--- src/rtl/serial_byte_collector_pkg.sv ---
// Shared types and widths for the serial byte collector.
package serial_byte_collector_pkg;
   localparam int BYTE_W    = 8;
   localparam int BIT_CNT_W = 3;

   typedef enum logic {
      COLLECT = 1'b0,
      FULL    = 1'b1
   } state_t;
endpackage

--- src/rtl/serial_byte_collector_if.sv ---
// Serial-in and byte-out handshake signals of the collector.
interface serial_byte_collector_if;
   import serial_byte_collector_pkg::*;

   logic              sin_valid;
   logic              sin_data;
   logic              sin_ready;
   logic              out_valid;
   logic [BYTE_W-1:0] out_data;
   logic              out_ready;
   logic              out_any;

   modport slave (
      input  sin_valid, sin_data, out_ready,
      output sin_ready, out_valid, out_data, out_any
   );

   modport master (
      output sin_valid, sin_data, out_ready,
      input  sin_ready, out_valid, out_data, out_any
   );
endinterface

--- src/rtl/or_gate_8.sv ---
// Eight-input OR reduction.
module or_gate_8 (
   input  logic [7:0] a,
   output logic       y
);
   assign y = |a;
endmodule

--- src/rtl/serial_byte_collector.sv ---
// Assembles 8 serial bits into a byte, holds it until handed off downstream,
// and keeps a saturating count of all-zero bytes delivered.
module serial_byte_collector
   import serial_byte_collector_pkg::*;
#(
   parameter int LSB_FIRST = 1,
   parameter int ZCNT_W    = 8
) (
   input  logic                    clk,
   input  logic                    rst,
   input  logic                    flush,
   serial_byte_collector_if.slave  bus,
   output logic [BIT_CNT_W-1:0]    bit_cnt,
   output logic [ZCNT_W-1:0]       zero_cnt
);

   state_t              state_q, state_d;
   // Only 7 bits of a partial word ever need storing; the 8th arrives with the completing accept.
   logic [BYTE_W-2:0]   partial_q, partial_d;
   logic [BIT_CNT_W-1:0] bit_cnt_q, bit_cnt_d;
   logic                out_valid_q, out_valid_d;
   logic [BYTE_W-1:0]   out_data_q, out_data_d;
   logic [ZCNT_W-1:0]   zero_cnt_q, zero_cnt_d;

   logic                sin_ready;
   logic                accept;
   logic                handshake;
   logic                out_any_w;
   logic [BYTE_W-2:0]   partial_shift;
   logic [BYTE_W-1:0]   byte_done;

   generate
      if (LSB_FIRST != 0) begin : g_lsb
         assign partial_shift = {bus.sin_data, partial_q[BYTE_W-2:1]};
         assign byte_done     = {bus.sin_data, partial_q};
      end else begin : g_msb
         assign partial_shift = {partial_q[BYTE_W-3:0], bus.sin_data};
         assign byte_done     = {partial_q, bus.sin_data};
      end
   endgenerate

   or_gate_8 u_or_gate_8 (
      .a (out_data_q),
      .y (out_any_w)
   );

   assign sin_ready = (state_q == COLLECT) ? 1'b1 : bus.out_ready;
   assign accept    = bus.sin_valid && sin_ready;
   assign handshake = (state_q == FULL) && bus.out_ready;

   always_comb begin
      state_d     = state_q;
      partial_d   = partial_q;
      bit_cnt_d   = bit_cnt_q;
      out_valid_d = out_valid_q;
      out_data_d  = out_data_q;
      zero_cnt_d  = zero_cnt_q;

      if (flush) begin
         state_d     = COLLECT;
         partial_d   = '0;
         bit_cnt_d   = '0;
         out_valid_d = 1'b0;
      end else begin
         if (handshake) begin
            out_valid_d = 1'b0;
            state_d     = COLLECT;
            if (!out_any_w && (zero_cnt_q != '1)) begin
               zero_cnt_d = zero_cnt_q + ZCNT_W'(1);
            end
         end
         // A bit taken during a handshake starts the next word, so bit_cnt goes 0 -> 1 here.
         if (accept) begin
            partial_d = partial_shift;
            bit_cnt_d = bit_cnt_q + BIT_CNT_W'(1);
            if ((state_q == COLLECT) && (bit_cnt_q == '1)) begin
               out_data_d  = byte_done;
               out_valid_d = 1'b1;
               state_d     = FULL;
            end
         end
      end
   end

   always_ff @(posedge clk) begin
      if (rst) begin
         state_q     <= COLLECT;
         partial_q   <= '0;
         bit_cnt_q   <= '0;
         out_valid_q <= 1'b0;
         out_data_q  <= '0;
         zero_cnt_q  <= '0;
      end else begin
         state_q     <= state_d;
         partial_q   <= partial_d;
         bit_cnt_q   <= bit_cnt_d;
         out_valid_q <= out_valid_d;
         out_data_q  <= out_data_d;
         zero_cnt_q  <= zero_cnt_d;
      end
   end

   assign bus.sin_ready = sin_ready;
   assign bus.out_valid = out_valid_q;
   assign bus.out_data  = out_data_q;
   assign bus.out_any   = out_any_w;
   assign bit_cnt       = bit_cnt_q;
   assign zero_cnt      = zero_cnt_q;

endmodule

--- src/flat_wrapper.sv ---
// flat-port wrapper written by rule: the top's interface ports become plain ports
module serial_byte_collector_flat import serial_byte_collector_pkg::*;
#(
   parameter int LSB_FIRST = 1,
   parameter int ZCNT_W    = 8
)
  (clk, rst, flush, bit_cnt, zero_cnt, bus_sin_valid, bus_sin_data, bus_out_ready, bus_sin_ready, bus_out_valid, bus_out_data, bus_out_any);
  serial_byte_collector_if bus_i ();
  input  logic clk;
  input  logic rst;
  input  logic flush;
  output logic [BIT_CNT_W-1:0] bit_cnt;
  output logic [ZCNT_W-1:0] zero_cnt;
  input wire logic [$bits(bus_i.sin_valid)-1:0] bus_sin_valid;
  input wire logic [$bits(bus_i.sin_data)-1:0] bus_sin_data;
  input wire logic [$bits(bus_i.out_ready)-1:0] bus_out_ready;
  output wire logic [$bits(bus_i.sin_ready)-1:0] bus_sin_ready;
  output wire logic [$bits(bus_i.out_valid)-1:0] bus_out_valid;
  output wire logic [$bits(bus_i.out_data)-1:0] bus_out_data;
  output wire logic [$bits(bus_i.out_any)-1:0] bus_out_any;
  assign bus_i.sin_valid = bus_sin_valid;
  assign bus_i.sin_data = bus_sin_data;
  assign bus_i.out_ready = bus_out_ready;
  assign bus_sin_ready = bus_i.sin_ready;
  assign bus_out_valid = bus_i.out_valid;
  assign bus_out_data = bus_i.out_data;
  assign bus_out_any = bus_i.out_any;
  serial_byte_collector #(.LSB_FIRST(LSB_FIRST), .ZCNT_W(ZCNT_W)) u_core (.clk(clk), .rst(rst), .flush(flush), .bus(bus_i), .bit_cnt(bit_cnt), .zero_cnt(zero_cnt));
endmodule
--- config.mk ---
export PLATFORM = sky130hd
export DESIGN_NAME = serial_byte_collector_flat
export DESIGN_NICKNAME = d
export VERILOG_FILES = /design/src/rtl/serial_byte_collector_pkg.sv /design/src/rtl/serial_byte_collector_if.sv /design/src/rtl/or_gate_8.sv /design/src/rtl/serial_byte_collector.sv /design/src/flat_wrapper.sv
export SDC_FILE = /design/constraint.sdc
export NUM_CORES = 1
export LEC_CHECK = 0
export BUFFER_PORTS_ARGS = -buffer_cell sky130_fd_sc_hd__buf_2
export CORE_MARGIN = 10
export CORE_UTILIZATION = 45
export DETAILED_ROUTE_END_ITERATION = 7
export PLACE_DENSITY = 0.68
export SYNTH_ARGS = -nofsm -noshare
export SYNTH_HDL_FRONTEND = slang
export SYNTH_SLANG_ARGS = --single-unit
--- constraint.sdc ---
create_clock -name clk -period 1.7 [get_ports clk]
set_input_delay 0 -clock clk [delete_from_list [all_inputs] [get_ports clk]]
set_output_delay 0 -clock clk [all_outputs]
set_load 0.03 [all_outputs]
Word level (Yosys, flattened, before mapping)
Cells that the tools add are included.

cells by class
  $add $sub $neg = 2
  eq/ne operators = 2
  muxes and demuxes = 7
  bitwise gates (word level) = 2
  reductions and logical operators = 9

operators by type and width
  operator             number
  $add 8x1->8 const B  1
  $ne 8x8->1 const B   1
  $reduce_or 8->1      1
  $mux 1               7
  $reduce_and 3->1     2
  $logic_and 1x1->1    4
  $add 3x1->3 const B  1
  $eq 3x3->1 const B   1
  $not 1->1            2
  $reduce_or 2->1      1
  $logic_not 1->1      1

storage, ports and cells
  register bits = 28
  input port bits = 6
  output and inout port bits = 22
  word-level logic and storage cells = 28

Depth between registers and ports, before layout
Gate-level depths: netlist (run 1).

  depth after elaboration = 4
  depth in mapped cells = 7
  gate-level depth less buffers = 6

Cells and area by module
A second synthesis (run 1) with hierarchy kept.

second synthesis, totals
  cell total of the unflattened synthesis = 126
  area total of the unflattened synthesis = 1,193.6 sq um

modules (own cells, without submodules)
  module                 instances  cells an instance  area an instance (sq um)  seq. area each (sq um)
  serial_byte_collector  1          123                1,177.4                   560.5
  or_gate_8              1          3                  16.3                      0.0

Worst setup path after synthesis (run 1)
Ideal clock, no wire load.

  kind = reg-to-reg
  start point = register u_core.zero_cnt_q[1], in the netlist u_core.zero_cnt[1]
  end point = register u_core.zero_cnt_q[5], in the netlist u_core.zero_cnt[5]
  setup time = 0.123 ns
  arrival time = 1.570 ns
  required time = 1.577 ns
  slack = 0.006 ns
  stages on the path, launching flop included = 6
  path buffers = 0
  clock period less this slack = 1.694 ns
  cells stage by stage = dfxtp_1 -> ha_1 -> nand3_1 -> nor2_1 -> nor4_1 -> mux2_1

on the way
  longest elaborated chain between the ends = 3
  elaborated cells on any way between the ends = 4
  classes of those cells = add/sub (1); eq/ne (1); reduce/logical (2)

ends and longest elaborated chain
  element                                              line                         text
  from (decl)                                          serial_byte_collector.sv:23  logic [ZCNT_W-1:0] zero_cnt_q, zero_cnt_d;
  from (signal assigned)                               serial_byte_collector.sv:99  zero_cnt_q <= zero_cnt_d;
  branches (longest 3 deep; another with $add 8x1->8)  -

Several ways; the timed one is not identified.
A chain may end at the register's enable or synchronous reset.

Worst setup path in the final report (run 1)
  start point = register u_core.out_data_q[3], in the netlist u_core.bus.out_data[3]
  end point = register u_core.zero_cnt_q[3], in the netlist u_core.zero_cnt[3]

on the way
  longest elaborated chain between the ends = 4

ends and longest elaborated chain
  element                     line                         text
  from (decl)                 serial_byte_collector.sv:22  logic [BYTE_W-1:0] out_data_q, out_data_d;
  from (signal assigned)      serial_byte_collector.sv:98  out_data_q <= out_data_d;
  $reduce_or 8->1             or_gate_8.sv:6               assign y = |a;
  $logic_not 1->1             serial_byte_collector.sv:68  if (!out_any_w && (zero_cnt_q != '1)) begin
  $logic_and 1x1->1           serial_byte_collector.sv:68
  $reduce_and 3->1 (no line)  -

No other way between the ends.

==> impl_metrics.py, run 1 <==
metrics = {
    "status": {
        "result_of_the_run": "completed",
    },
    "worst_setup_path": {
        "cp_max_fo": 8,
        "critical_path_class": "register to register",
        "r2r_setup_slack_ps": 60,
        "r2r-start": "u_core.bus.out_data[3]$_SDFFE_PP0P_",
        "reg2regPathDepth": 4,
        "worstPathRequired_ps": 1970,
        "slowest_delay_ps": 530,
        "path_buf_inv": 0,
        "cp_data_arrival_time_ps": 1910,
        "critical_path.startpoint_type": "register",
        "critical-path-top-delay-family": "simple AND/OR/NAND/NOR gates",
        "worstPathCellList": "nor4_4, nand4_4, or4_1, a21oi_1",
        "worstSetupEndpointType": "register",
        "worst_path_max_delay_cell": "sky130_fd_sc_hd__or4_1",
        "r2r-end": "u_core.zero_cnt[3]$_SDFFE_PP0P_",
    },
    "clocking": {
        "clkLatencyLatePin_ps": 330,
        "clk_path_buf_depth": 2,
        "clk_pin_slew_ps": 150,
        "cts_tree": "done",
        "clk_root_buffer_cell": "sky130_fd_sc_hd__clkbuf_4",
        "cts.htree.levels": 1,
        "sinks_on_the_clock_net": 28,
        "numCtsBuffers": 3,
    },
    "grt": {
        "number_of_global_route_vias_before_repair": 1032,
        "grt_overflow": 0,
        "grt_max_degree": 20,
        "grt_first_pass_wirelength_mm": 4.65,
        "grt_antenna_before_repair": 0,
        "total_track_usage_pct": 10.4,
    },
    "detailed_routing": {
        "final_routed_drc_violation_total": 0,
        "detail_route.vias_per_cell": 5.41,
        "route.detailed.wl_per_inst_um": 13.2,
        "drt.antenna.violating_nets": 0,
        "dr.pass1.iters": 5,
        "vias": 1142,
        "routed_wl_mm": 2.78,
        "drtIter0Drc": 82,
    },
    "synth": {
        "synth_seq_area_share_pct": 46.0,
        "largest_family_of_logic_cells_by_synthesized_area": "simple AND/OR/NAND/NOR gates",
        "yosys_warnings": 0,
        "syn_inst": 147,
        "synth-simple-area-share_pct": 31.2,
        "synthesis.nets": 156,
        "syn_area_per_cell_um2": 8.29,
        "portion_of_netlist_area_occupied_by_mux_cells_pct": 1.75,
        "synth.lib_cells_used.distinct": 29,
        "yosys_register_bits": 28,
        "post_synthesis_instance_area_mm2": 0.00122,
        "parity_gate_share_of_the_synthesized_area_counting_xor_and_xnor_cells_pct": 0.719,
        "synth-compound-area-share_pct": 14.1,
        "post_synthesis_adder_cell_area_fraction_pct": 3.08,
    },
    "placed_design": {
        "number_of_buffers_inserted_by_port_buffering": 27,
        "detailedPlacementHpwl_mm": 2.06,
        "place_congestion": 0.787,
        "postPlaceCellArea_mm2": 0.00141,
    },
    "timing": {
        "fmax_mhz": 610,
        "final-setup-viol-count": 0,
        "finClkSkew_ps": 7.29,
        "final_period_minus_worst_setup_slack_ps": 1640,
        "drv_slew": 0,
        "worst_hold_slack_ps": 11.6,
        "worst_slew_pin_slew_ps": 467,
        "grt_setup_unrepaired": "true",
        "max_slew_headroom_pct": 68.7,
        "hold_viol_final": 0,
        "period_share_pct": 96.4,
    },
    "floorplan": {
        "dieArea_mm2": 0.00519,
        "floorplan.die.width_um": 72.0,
        "ioPinCount": 28,
        "floorplan.die.height_um": 72.0,
        "fp.coreArea_mm2": 0.00252,
        "initial_core_util_pct": 48.3,
        "placement_rows": 18,
    },
    "pwr": {
        "seq_power_share_pct": 64.6,
        "leakage_power_total_nw": 0.598,
        "power_density_mw_per_mm2": 684,
        "share_comb_of_total_power_pct": 4.1,
        "clock_power_share_pct": 31.3,
        "netSwitchingPower_mw": 0.221,
        "sw_frac_of_total_pct": 21.6,
        "peak_supply_drop_v": 0.000766,
        "cell_internal_pwr_mw": 0.803,
    },
    "layout": {
        "layout_common_cells": "sky130_fd_sc_hd__nand2_1, sky130_fd_sc_hd__buf_2, sky130_fd_sc_hd__dfxtp_1, sky130_fd_sc_hd__a21oi_1, sky130_fd_sc_hd__nand3_1",
        "finalInstanceArea_mm2": 0.00150,
        "layout-area-overhead-vs-synth_pct": 22.8,
        "layout.cells.most_common": "sky130_fd_sc_hd__nand2_1",
        "finalNetCount": 191,
        "layout-drive-gt1-share_pct": 26.5,
        "antenna_cells": 0,
    },
    "min_path": {
        "min_to": "u_core.bus.out_valid$_SDFF_PP0_",
        "min_delay_path_depth": 4,
        "timing.hold.worst.start": "bus_out_ready",
        "worst_min_delay_path_class": "primary input to register",
    },
    "flow_run": {
        "drv_cap": 0,
    },
}
-- routing by layer --
layer,track usage [%],wire length (um)
met4,1.51,4
met2,16.3,1280
met5,0,0
met3,4.49,188
met1,13.3,1300
-- Yosys cell counts --
master | instances | area [um2]
sky130_fd_sc_hd__nand3_1 | 12 | 60.1
sky130_fd_sc_hd__nand4_1 | 1 | 6.26
sky130_fd_sc_hd__or4_1 | 3 | 22.5
sky130_fd_sc_hd__mux2i_1 | 1 | 10.0
sky130_fd_sc_hd__o31ai_1 | 2 | 15.0
sky130_fd_sc_hd__buf_2 | 1 | 5.00
sky130_fd_sc_hd__nor2_1 | 7 | 26.3
sky130_fd_sc_hd__and4_1 | 1 | 8.76
sky130_fd_sc_hd__o21ai_0 | 3 | 15.0
sky130_fd_sc_hd__nand2_1 | 30 | 113
sky130_fd_sc_hd__nand2b_1 | 3 | 18.8
sky130_fd_sc_hd__nand3b_1 | 1 | 7.51
sky130_fd_sc_hd__mux2_1 | 1 | 11.3
sky130_fd_sc_hd__and3_1 | 1 | 6.26
sky130_fd_sc_hd__xor2_1 | 1 | 8.76
sky130_fd_sc_hd__or2_0 | 1 | 6.26
sky130_fd_sc_hd__nor2b_1 | 2 | 12.5
sky130_fd_sc_hd__or3_1 | 2 | 12.5
sky130_fd_sc_hd__clkbuf_1 | 6 | 22.5
sky130_fd_sc_hd__nand4_2 | 1 | 12.5
sky130_fd_sc_hd__nor4_4 | 2 | 42.5
sky130_fd_sc_hd__a211oi_1 | 1 | 7.51
sky130_fd_sc_hd__or2_2 | 2 | 12.5
sky130_fd_sc_hd__dfxtp_1 | 28 | 561
sky130_fd_sc_hd__a21oi_1 | 25 | 125
sky130_fd_sc_hd__ha_1 | 3 | 37.5
sky130_fd_sc_hd__inv_1 | 3 | 11.3
sky130_fd_sc_hd__o41ai_1 | 1 | 8.76
sky130_fd_sc_hd__nor4_1 | 2 | 12.5
-- cell families after synthesis --
kind of cell	Yosys count
and+or+nand+nor	71
AOI/OAI and AO/OA	32
DFF	28
buffers and inverters	10
adders and majority gates	3
muxes	2
xor gates and xnor gates	1
-- power groups by stage --
stage	combinational, mW	clock (mW)	sequential (mW)
after floorplan	0.0222	0	0.679
after global placement	0.0391	0	0.675
after detailed placement	0.0398	0	0.676
after CTS	0.0421	0.326	0.661
after global routing	0.0466	0.349	0.662
final	0.0421	0.321	0.661
-- flip-flops by register name (all words and copies together) (netlist names) --
register	count
u_core.bus.out_data	8
u_core.zero_cnt	8
u_core.state_q	1
u_core.bus.out_valid	1
u_core.bit_cnt	3
u_core.partial_q	7
-- tightest hold or removal path, stage by stage --
cell                      delay [ps]
sky130_fd_sc_hd__buf_2           130
sky130_fd_sc_hd__inv_1            60
sky130_fd_sc_hd__a21oi_1          50
sky130_fd_sc_hd__nor2_1           70
-- cell type report --
cell class,count,area (um2)
Timing Repair Buffer,37,213
Clock buffer,4,36.3
Inverter,3,11.3
Multi-Input combinational cell,109,637
Tap cell,30,37.5
Sequential cell,28,562
Fill cell,233,1030
-- metrics by stage --
step | setup WS, ps | std cells | setup TNS (ps) | utilization [%] | total power [mW]
2_1_floorplan | 6.35 | 147 | 0 | - | 0.701
3_3_place_gp | 46.5 | 203 | 0 | 55.9 | 0.714
3_5_place_dp | 0.412 | 203 | 0 | 55.9 | 0.715
4_1_cts | 26.2 | 208 | 0 | 58.3 | 1.03
5_1_grt | -34.9 | 211 | -60.9 | 59.3 | 1.06
6_report | 60.4 | 211 | 0 | 59.3 | 1.02
-- how the worst max path moves through the flow --
| stage | from | endpoint | slack, ps | cells after the start |
|---|---|---|---|---|
| after global placement | u_core.bus.out_data[0]$_SDFFE_PP0P_ | u_core.zero_cnt[5]$_SDFFE_PP0P_ | 50 | 4 |
| after floorplan | u_core.zero_cnt[1]$_SDFFE_PP0P_ | u_core.zero_cnt[5]$_SDFFE_PP0P_ | 6 | 5 |
| after CTS | u_core.bus.out_data[0]$_SDFFE_PP0P_ | u_core.zero_cnt[3]$_SDFFE_PP0P_ | 30 | 4 |
| final | u_core.bus.out_data[3]$_SDFFE_PP0P_ | u_core.zero_cnt[3]$_SDFFE_PP0P_ | 60 | 4 |
| after detailed placement | u_core.bus.out_data[0]$_SDFFE_PP0P_ | u_core.zero_cnt[5]$_SDFFE_PP0P_ | 0.4 | 4 |
| after global routing | u_core.bus.out_data[3]$_SDFFE_PP0P_ | u_core.zero_cnt[0]$_SDFFE_PP0P_ | -30 | 5 |
-- timing repair --
item / CTS / global route
hold buffers: 1 / 0
gates cloned: 0 / 0
pin swaps: 0 / 2
buffers inserted: 0 / 3
endpoints found under the hold margin: 2 / 0
endpoints found under the setup margin: 2 / 11
resized for setup: 2 / 2
No activity file was read; power rests on OpenSTA's default activity.
==> run 2: changes to the inputs <==
Settings changed: CORE_ASPECT_RATIO from default to 0.8.
==> impl_metrics.py, run 2 (synthesis gave the netlist of run 1 again) <==
metrics = {
    "floorplan": {
        "placement_rows": 16,
        "ioPinCount": 28,
        "fp.coreArea_mm2": 0.00252,
        "initial_core_util_pct": 48.3,
        "dieArea_mm2": 0.00520,
        "floorplan.die.width_um": 78.2,
        "floorplan.die.height_um": 66.5,
    },
    "pwr": {
        "sw_frac_of_total_pct": 23.0,
        "netSwitchingPower_mw": 0.225,
        "leakage_power_total_nw": 0.615,
        "power_density_mw_per_mm2": 643,
        "seq_power_share_pct": 67.3,
        "clock_power_share_pct": 28.1,
        "share_comb_of_total_power_pct": 4.6,
        "cell_internal_pwr_mw": 0.755,
        "peak_supply_drop_v": 0.000474,
    },
    "timing": {
        "worst_slew_pin_slew_ps": 361,
        "period_share_pct": 97.5,
        "grt_setup_unrepaired": "true",
        "fmax_mhz": 603,
        "fin_ws_ps": 41.7,
        "final_period_minus_worst_setup_slack_ps": 1660,
        "max_slew_headroom_pct": 75.9,
        "final-setup-viol-count": 0,
        "finClkSkew_ps": 13.7,
        "hold_viol_final": 0,
        "drv_slew": 0,
        "worst_hold_slack_ps": 14.1,
    },
    "placed_design": {
        "number_of_buffers_inserted_by_port_buffering": 27,
        "detailedPlacementHpwl_mm": 2.22,
        "postPlaceCellArea_mm2": 0.00142,
        "pre_cts_ws_ps": 37.0,
        "place_congestion": 0.862,
    },
    "layout": {
        "finalNetCount": 193,
        "layout.core_utilization_pct": 60.4,
        "layout.cells.most_common": "sky130_fd_sc_hd__nand2_1",
        "antenna_cells": 0,
        "layout-drive-gt1-share_pct": 27.5,
        "layout_common_cells": "sky130_fd_sc_hd__nand2_1, sky130_fd_sc_hd__buf_2, sky130_fd_sc_hd__dfxtp_1, sky130_fd_sc_hd__a21oi_1, sky130_fd_sc_hd__nand3_1",
        "finalInstanceArea_mm2": 0.00152,
        "layout-area-overhead-vs-synth_pct": 25.1,
    },
    "detailed_routing": {
        "drtIter0Drc": 116,
        "dr.pass1.iters": 4,
        "vias": 1182,
        "route.detailed.wl_per_inst_um": 14.3,
        "drt.antenna.violating_nets": 0,
        "routed_wl_mm": 3.12,
        "final_routed_drc_violation_total": 0,
        "detail_route.vias_per_cell": 5.42,
    },
    "clocking": {
        "clkLatencyLatePin_ps": 330,
        "clk_pin_slew_ps": 150,
        "clk_path_buf_depth": 2,
        "numCtsBuffers": 3,
        "sinks_on_the_clock_net": 28,
        "cts_tree": "done",
        "clk_root_buffer_cell": "sky130_fd_sc_hd__clkbuf_4",
        "cts.htree.levels": 1,
    },
    "worst_setup_path": {
        "cp_data_arrival_time_ps": 1880,
        "r2r-end": "u_core.zero_cnt[5]$_SDFFE_PP0P_",
        "worstSetupEndpointType": "register",
        "r2r-start": "u_core.bus.out_data[6]$_SDFFE_PP0P_",
        "r2r_setup_slack_ps": 40,
        "worstPathRequired_ps": 1930,
        "path_buf_inv": 0,
        "slowest_delay_ps": 370,
        "worstSetupStartpoint": "u_core.bus.out_data[6]$_SDFFE_PP0P_",
        "worst_path_max_delay_cell": "sky130_fd_sc_hd__dfxtp_2",
        "cp_max_fo": 5,
        "reg2regPathDepth": 4,
        "critical_path_capture_point": "u_core.zero_cnt[5]$_SDFFE_PP0P_",
        "critical_path.startpoint_type": "register",
        "critical_path_class": "register to register",
        "worstPathCellList": "nor4_4, nand4_4, nor4_2, mux2_1",
        "critical_path_cell_count": 4,
        "critical-path-top-delay-family": "simple AND/OR/NAND/NOR gates",
    },
    "flow_run": {
        "drv_cap": 0,
    },
    "min_path": {
        "worst_min_delay_path_class": "primary input to register",
    },
    "grt": {
        "grt_overflow": 0,
        "number_of_global_route_vias_before_repair": 1001,
        "grt_first_pass_wirelength_mm": 4.69,
        "total_track_usage_pct": 11.0,
        "grt_antenna_before_repair": 0,
        "grt_max_degree": 20,
    },
    "status": {
        "result_of_the_run": "completed",
    },
}
run 2: changes by cell type in the layout (fill, tap and decap cells not counted), sizes merged:
cell,before,now
nand4,2,3
dlygate4sd3,1,2
clkbuf,4,3
run 2: area by class of cell:
type                            instances  area, um2
Fill cell                             231        998
Multi-Input combinational cell        110        653
Sequential cell                        28        566
Timing Repair Buffer                   38        226
Tap cell                               36       45.0
Clock buffer                            3       22.5
Inverter                                3       11.3
run 2: what timing repair did:
item / 4_1_cts / 5_1_grt
endpoints found under the hold margin: 3 / 0
setup endpoints to repair: 0 / 6
gates resized for setup: 0 / 8
hold buffers: 2 / 0
setup buffers: 0 / 2
run 2: through the flow:
| step | cells | setup TNS (ps) | power, mW |
|---|---|---|---|
| after detailed placement | 210 | 0 | 0.715 |
| after global placement | 210 | 0 | 0.714 |
| after floorplan | 147 | 0 | 0.701 |
| after global routing | 218 | -62.0 | 1.02 |
| final | 218 | 0 | 0.980 |
| after CTS | 215 | 0 | 0.984 |
run 2: routing by layer:
metal	up-vias	GRT usage, %	routed length (um)
met5	-	0	0
met4	0	2.46	17
met3	4	6.30	309
met2	41	14.7	1310
met1	547	14.6	1480
li1	590	-	-
run 2: power groups by stage:
stage               Sequential, mW  Clock (mW)  Combinational (mW)
finish                       0.660       0.276              0.0449
global route                 0.660       0.308              0.0495
CTS                          0.661       0.280              0.0432
detailed placement           0.675           0              0.0396
global placement             0.675           0              0.0387
floorplan                    0.679           0              0.0222
run 2: worst min-delay path by stage:
| stage | start | end | slack [ps] | cells after the start |
|---|---|---|---|---|
| 3_5_place_dp | bus_sin_data | u_core.bus.out_data[7]$_SDFFE_PP0P_ | 270 | 3 |
| 4_1_cts | bus_sin_valid | u_core.bit_cnt[1]$_SDFFE_PP0P_ | 20 | 3 |
| 2_1_floorplan | bus_sin_data | u_core.bus.out_data[7]$_SDFFE_PP0P_ | 140 | 2 |
| 6_report | bus_sin_valid | u_core.bit_cnt[1]$_SDFFE_PP0P_ | 10 | 3 |
| 3_3_place_gp | bus_sin_data | u_core.bus.out_data[7]$_SDFFE_PP0P_ | 270 | 3 |
| 5_1_grt | bus_sin_valid | u_core.bit_cnt[2]$_SDFFE_PP0P_ | 20 | 3 |
run 2: worst register-to-register path, delay by kind of cell (launching register included):
kind	cells	cell delay (ps)
AND/OR/NAND/NOR	3	830
multiplexers	1	350
flip-flops	1	370
==> run 3: changes to the inputs <==
--- a/config.mk
+++ b/config.mk
@@ -8,3 +8,2 @@
 export BUFFER_PORTS_ARGS = -buffer_cell sky130_fd_sc_hd__buf_2
-export CORE_ASPECT_RATIO = 0.8
 export CORE_MARGIN = 10
==> constraint.sdc (replaced) <==
create_clock -name clk -period 1.7 [get_ports clk]
set_input_delay 0.51 -clock clk [delete_from_list [all_inputs] [get_ports clk]]
set_output_delay 0.51 -clock clk [all_outputs]
set_load 0.03 [all_outputs]
==> impl_metrics.py, run 3 (synthesis gave the netlist of run 1 again) <==
metrics = {
    "detailed_routing": {
        "detail_route.vias_per_cell": 5.40,
        "drtIter0Drc": 109,
        "routed_wl_mm": 2.97,
        "dr.pass1.iters": 4,
        "route.detailed.wl_per_inst_um": 13.9,
        "drt.antenna.violating_nets": 0,
        "vias": 1155,
        "final_routed_drc_violation_total": 0,
    },
    "layout": {
        "finalNetCount": 194,
        "layout-drive-gt1-share_pct": 34.8,
        "layout-area-overhead-vs-synth_pct": 31.7,
        "layout.cells.most_common": "sky130_fd_sc_hd__nand2_1",
        "layout_common_cells": "sky130_fd_sc_hd__nand2_1, sky130_fd_sc_hd__buf_2, sky130_fd_sc_hd__dfxtp_1, sky130_fd_sc_hd__a21oi_1, sky130_fd_sc_hd__nand3_1",
        "layout.core_utilization_pct": 63.6,
        "antenna_cells": 0,
    },
    "timing": {
        "final-setup-viol-count": 1,
        "final_period_minus_worst_setup_slack_ps": 1760,
        "grt_setup_unrepaired": "true",
        "hold_viol_final": 0,
        "worst_slew_pin_slew_ps": 365,
        "worst_hold_slack_ps": 440,
        "fin_ws_ps": -63.3,
        "period_share_pct": 104,
        "drv_slew": 0,
        "finClkSkew_ps": 8.01,
        "fmax_mhz": 567,
        "max_slew_headroom_pct": 75.6,
    },
    "floorplan": {
        "floorplan.die.width_um": 72.0,
        "initial_core_util_pct": 48.3,
        "ioPinCount": 28,
        "placement_rows": 18,
        "dieArea_mm2": 0.00519,
        "floorplan.die.height_um": 72.0,
        "fp.coreArea_mm2": 0.00252,
    },
    "worst_setup_path": {
        "cp_max_fo": 2,
        "critical_path.startpoint_type": "register",
        "worstSetupEndpointType": "output pin",
        "worstPathRequired_ps": 1190,
        "cp_data_arrival_time_ps": 1250,
        "critical_path_class": "register to output pin",
    },
    "pwr": {
        "peak_supply_drop_v": 0.000440,
        "seq_power_share_pct": 58.1,
        "clock_power_share_pct": 38.0,
        "p_total_mw": 1.14,
        "cell_internal_pwr_mw": 0.911,
        "power_density_mw_per_mm2": 709,
        "netSwitchingPower_mw": 0.227,
        "leakage_power_total_nw": 0.634,
        "share_comb_of_total_power_pct": 3.9,
        "sw_frac_of_total_pct": 19.9,
    },
    "status": {
        "violations": "negative setup slack",
        "result_of_the_run": "finished with violations",
    },
    "grt": {
        "grt_overflow": 0,
        "grt_max_degree": 20,
        "number_of_global_route_vias_before_repair": 1042,
        "total_track_usage_pct": 10.5,
        "grt_antenna_before_repair": 0,
        "grt_first_pass_wirelength_mm": 4.62,
    },
    "clocking": {
        "clk_path_buf_depth": 2,
        "numCtsBuffers": 3,
        "post_cts_hold_buffer_count": 0,
        "sinks_on_the_clock_net": 28,
        "clk_root_buffer_cell": "sky130_fd_sc_hd__clkbuf_4",
        "cts_tree": "done",
        "cts.htree.levels": 1,
        "clk_pin_slew_ps": 150,
        "clkLatencyLatePin_ps": 320,
    },
    "min_path": {
        "worst_min_delay_path_class": "primary input to register",
    },
    "placed_design": {
        "detailedPlacementHpwl_mm": 2.18,
        "number_of_buffers_inserted_by_port_buffering": 27,
        "place_congestion": 0.787,
    },
    "flow_run": {
        "drv_cap": 0,
    },
}
## run 3: cell count changes in the layout (fill, tap and decap cells not counted), moves of 2 or more
cell,change
sky130_fd_sc_hd__buf_2,-2
sky130_fd_sc_hd__buf_6,+3
sky130_fd_sc_hd__dfxtp_1,-2
sky130_fd_sc_hd__dfxtp_2,+3
sky130_fd_sc_hd__dlygate4sd3_1,-2
sky130_fd_sc_hd__buf_4,+2
## run 3: layout make-up
cell class / instances / area, um2
timing repair buffer: 40 / 253
tap: 30 / 37.5
fill: 220 / 917
sequential: 28 / 566
inverter: 3 / 11.3
clock inverter: 1 / 30.0
multi-input combinational: 109 / 686
clock buffer: 3 / 22.5
## run 3: what timing repair did
action / in CTS / in global routing
setup endpoints to repair: 1 / 9
pin swaps: 3 / 11
endpoints found under the hold margin: 0 / 0
setup buffers: 3 / 0
resized for setup: 6 / 18
## run 3: worst paths after layout
path                                       start                                   to  slack [ps]  cells past startpoint
max          u_core.bus.out_data[0]$_SDFFE_PP0P_                          bus_out_any         -60                      3
min                                 bus_sin_data  u_core.bus.out_data[7]$_SDFFE_PP0P_         440                      3
max reg2reg  u_core.bus.out_data[6]$_SDFFE_PP0P_      u_core.zero_cnt[0]$_SDFFE_PP0P_          40                      6
min reg2reg     u_core.partial_q[0]$_SDFFE_PP0P_  u_core.bus.out_data[0]$_SDFFE_PP0P_         470                      2
## run 3: critical path, stage by stage (launching register included)
cell	delay, ps
sky130_fd_sc_hd__dfxtp_2	370
sky130_fd_sc_hd__nor4_4	300
sky130_fd_sc_hd__nand2_1	110
sky130_fd_sc_hd__buf_6	150
## run 3: stage by stage
| stage | worst slack (ps) | TNS, ps | cell area, um2 | cells |
|---|---|---|---|---|
| after floorplan | 6.35 | 0 | 1220 | 147 |
| after global placement | 10.9 | 0 | 1440 | 207 |
| after detailed placement | -31.9 | -66.9 | 1440 | 207 |
| after CTS | -68.5 | -68.5 | 1530 | 214 |
| after global routing | -140 | -385 | 1610 | 214 |
| final | -63.3 | -63.3 | 1610 | 214 |
## run 3: metal layers
| metal | track usage (%) | routed length, um |
|---|---|---|
| met2 | 16.5 | 1370 |
| met4 | 3.23 | 14 |
| met5 | 0 | 0 |
| met3 | 3.40 | 189 |
| met1 | 13.1 | 1390 |
## run 3: power by group through the flow
stage                     registers [mW]  clock network [mW]  logic, mW
after CTS                          0.662               0.436     0.0435
after global routing               0.662               0.459     0.0485
after global placement             0.675                   0     0.0422
final                              0.661               0.433     0.0441
after floorplan                    0.679                   0     0.0222
after detailed placement           0.676                   0     0.0428
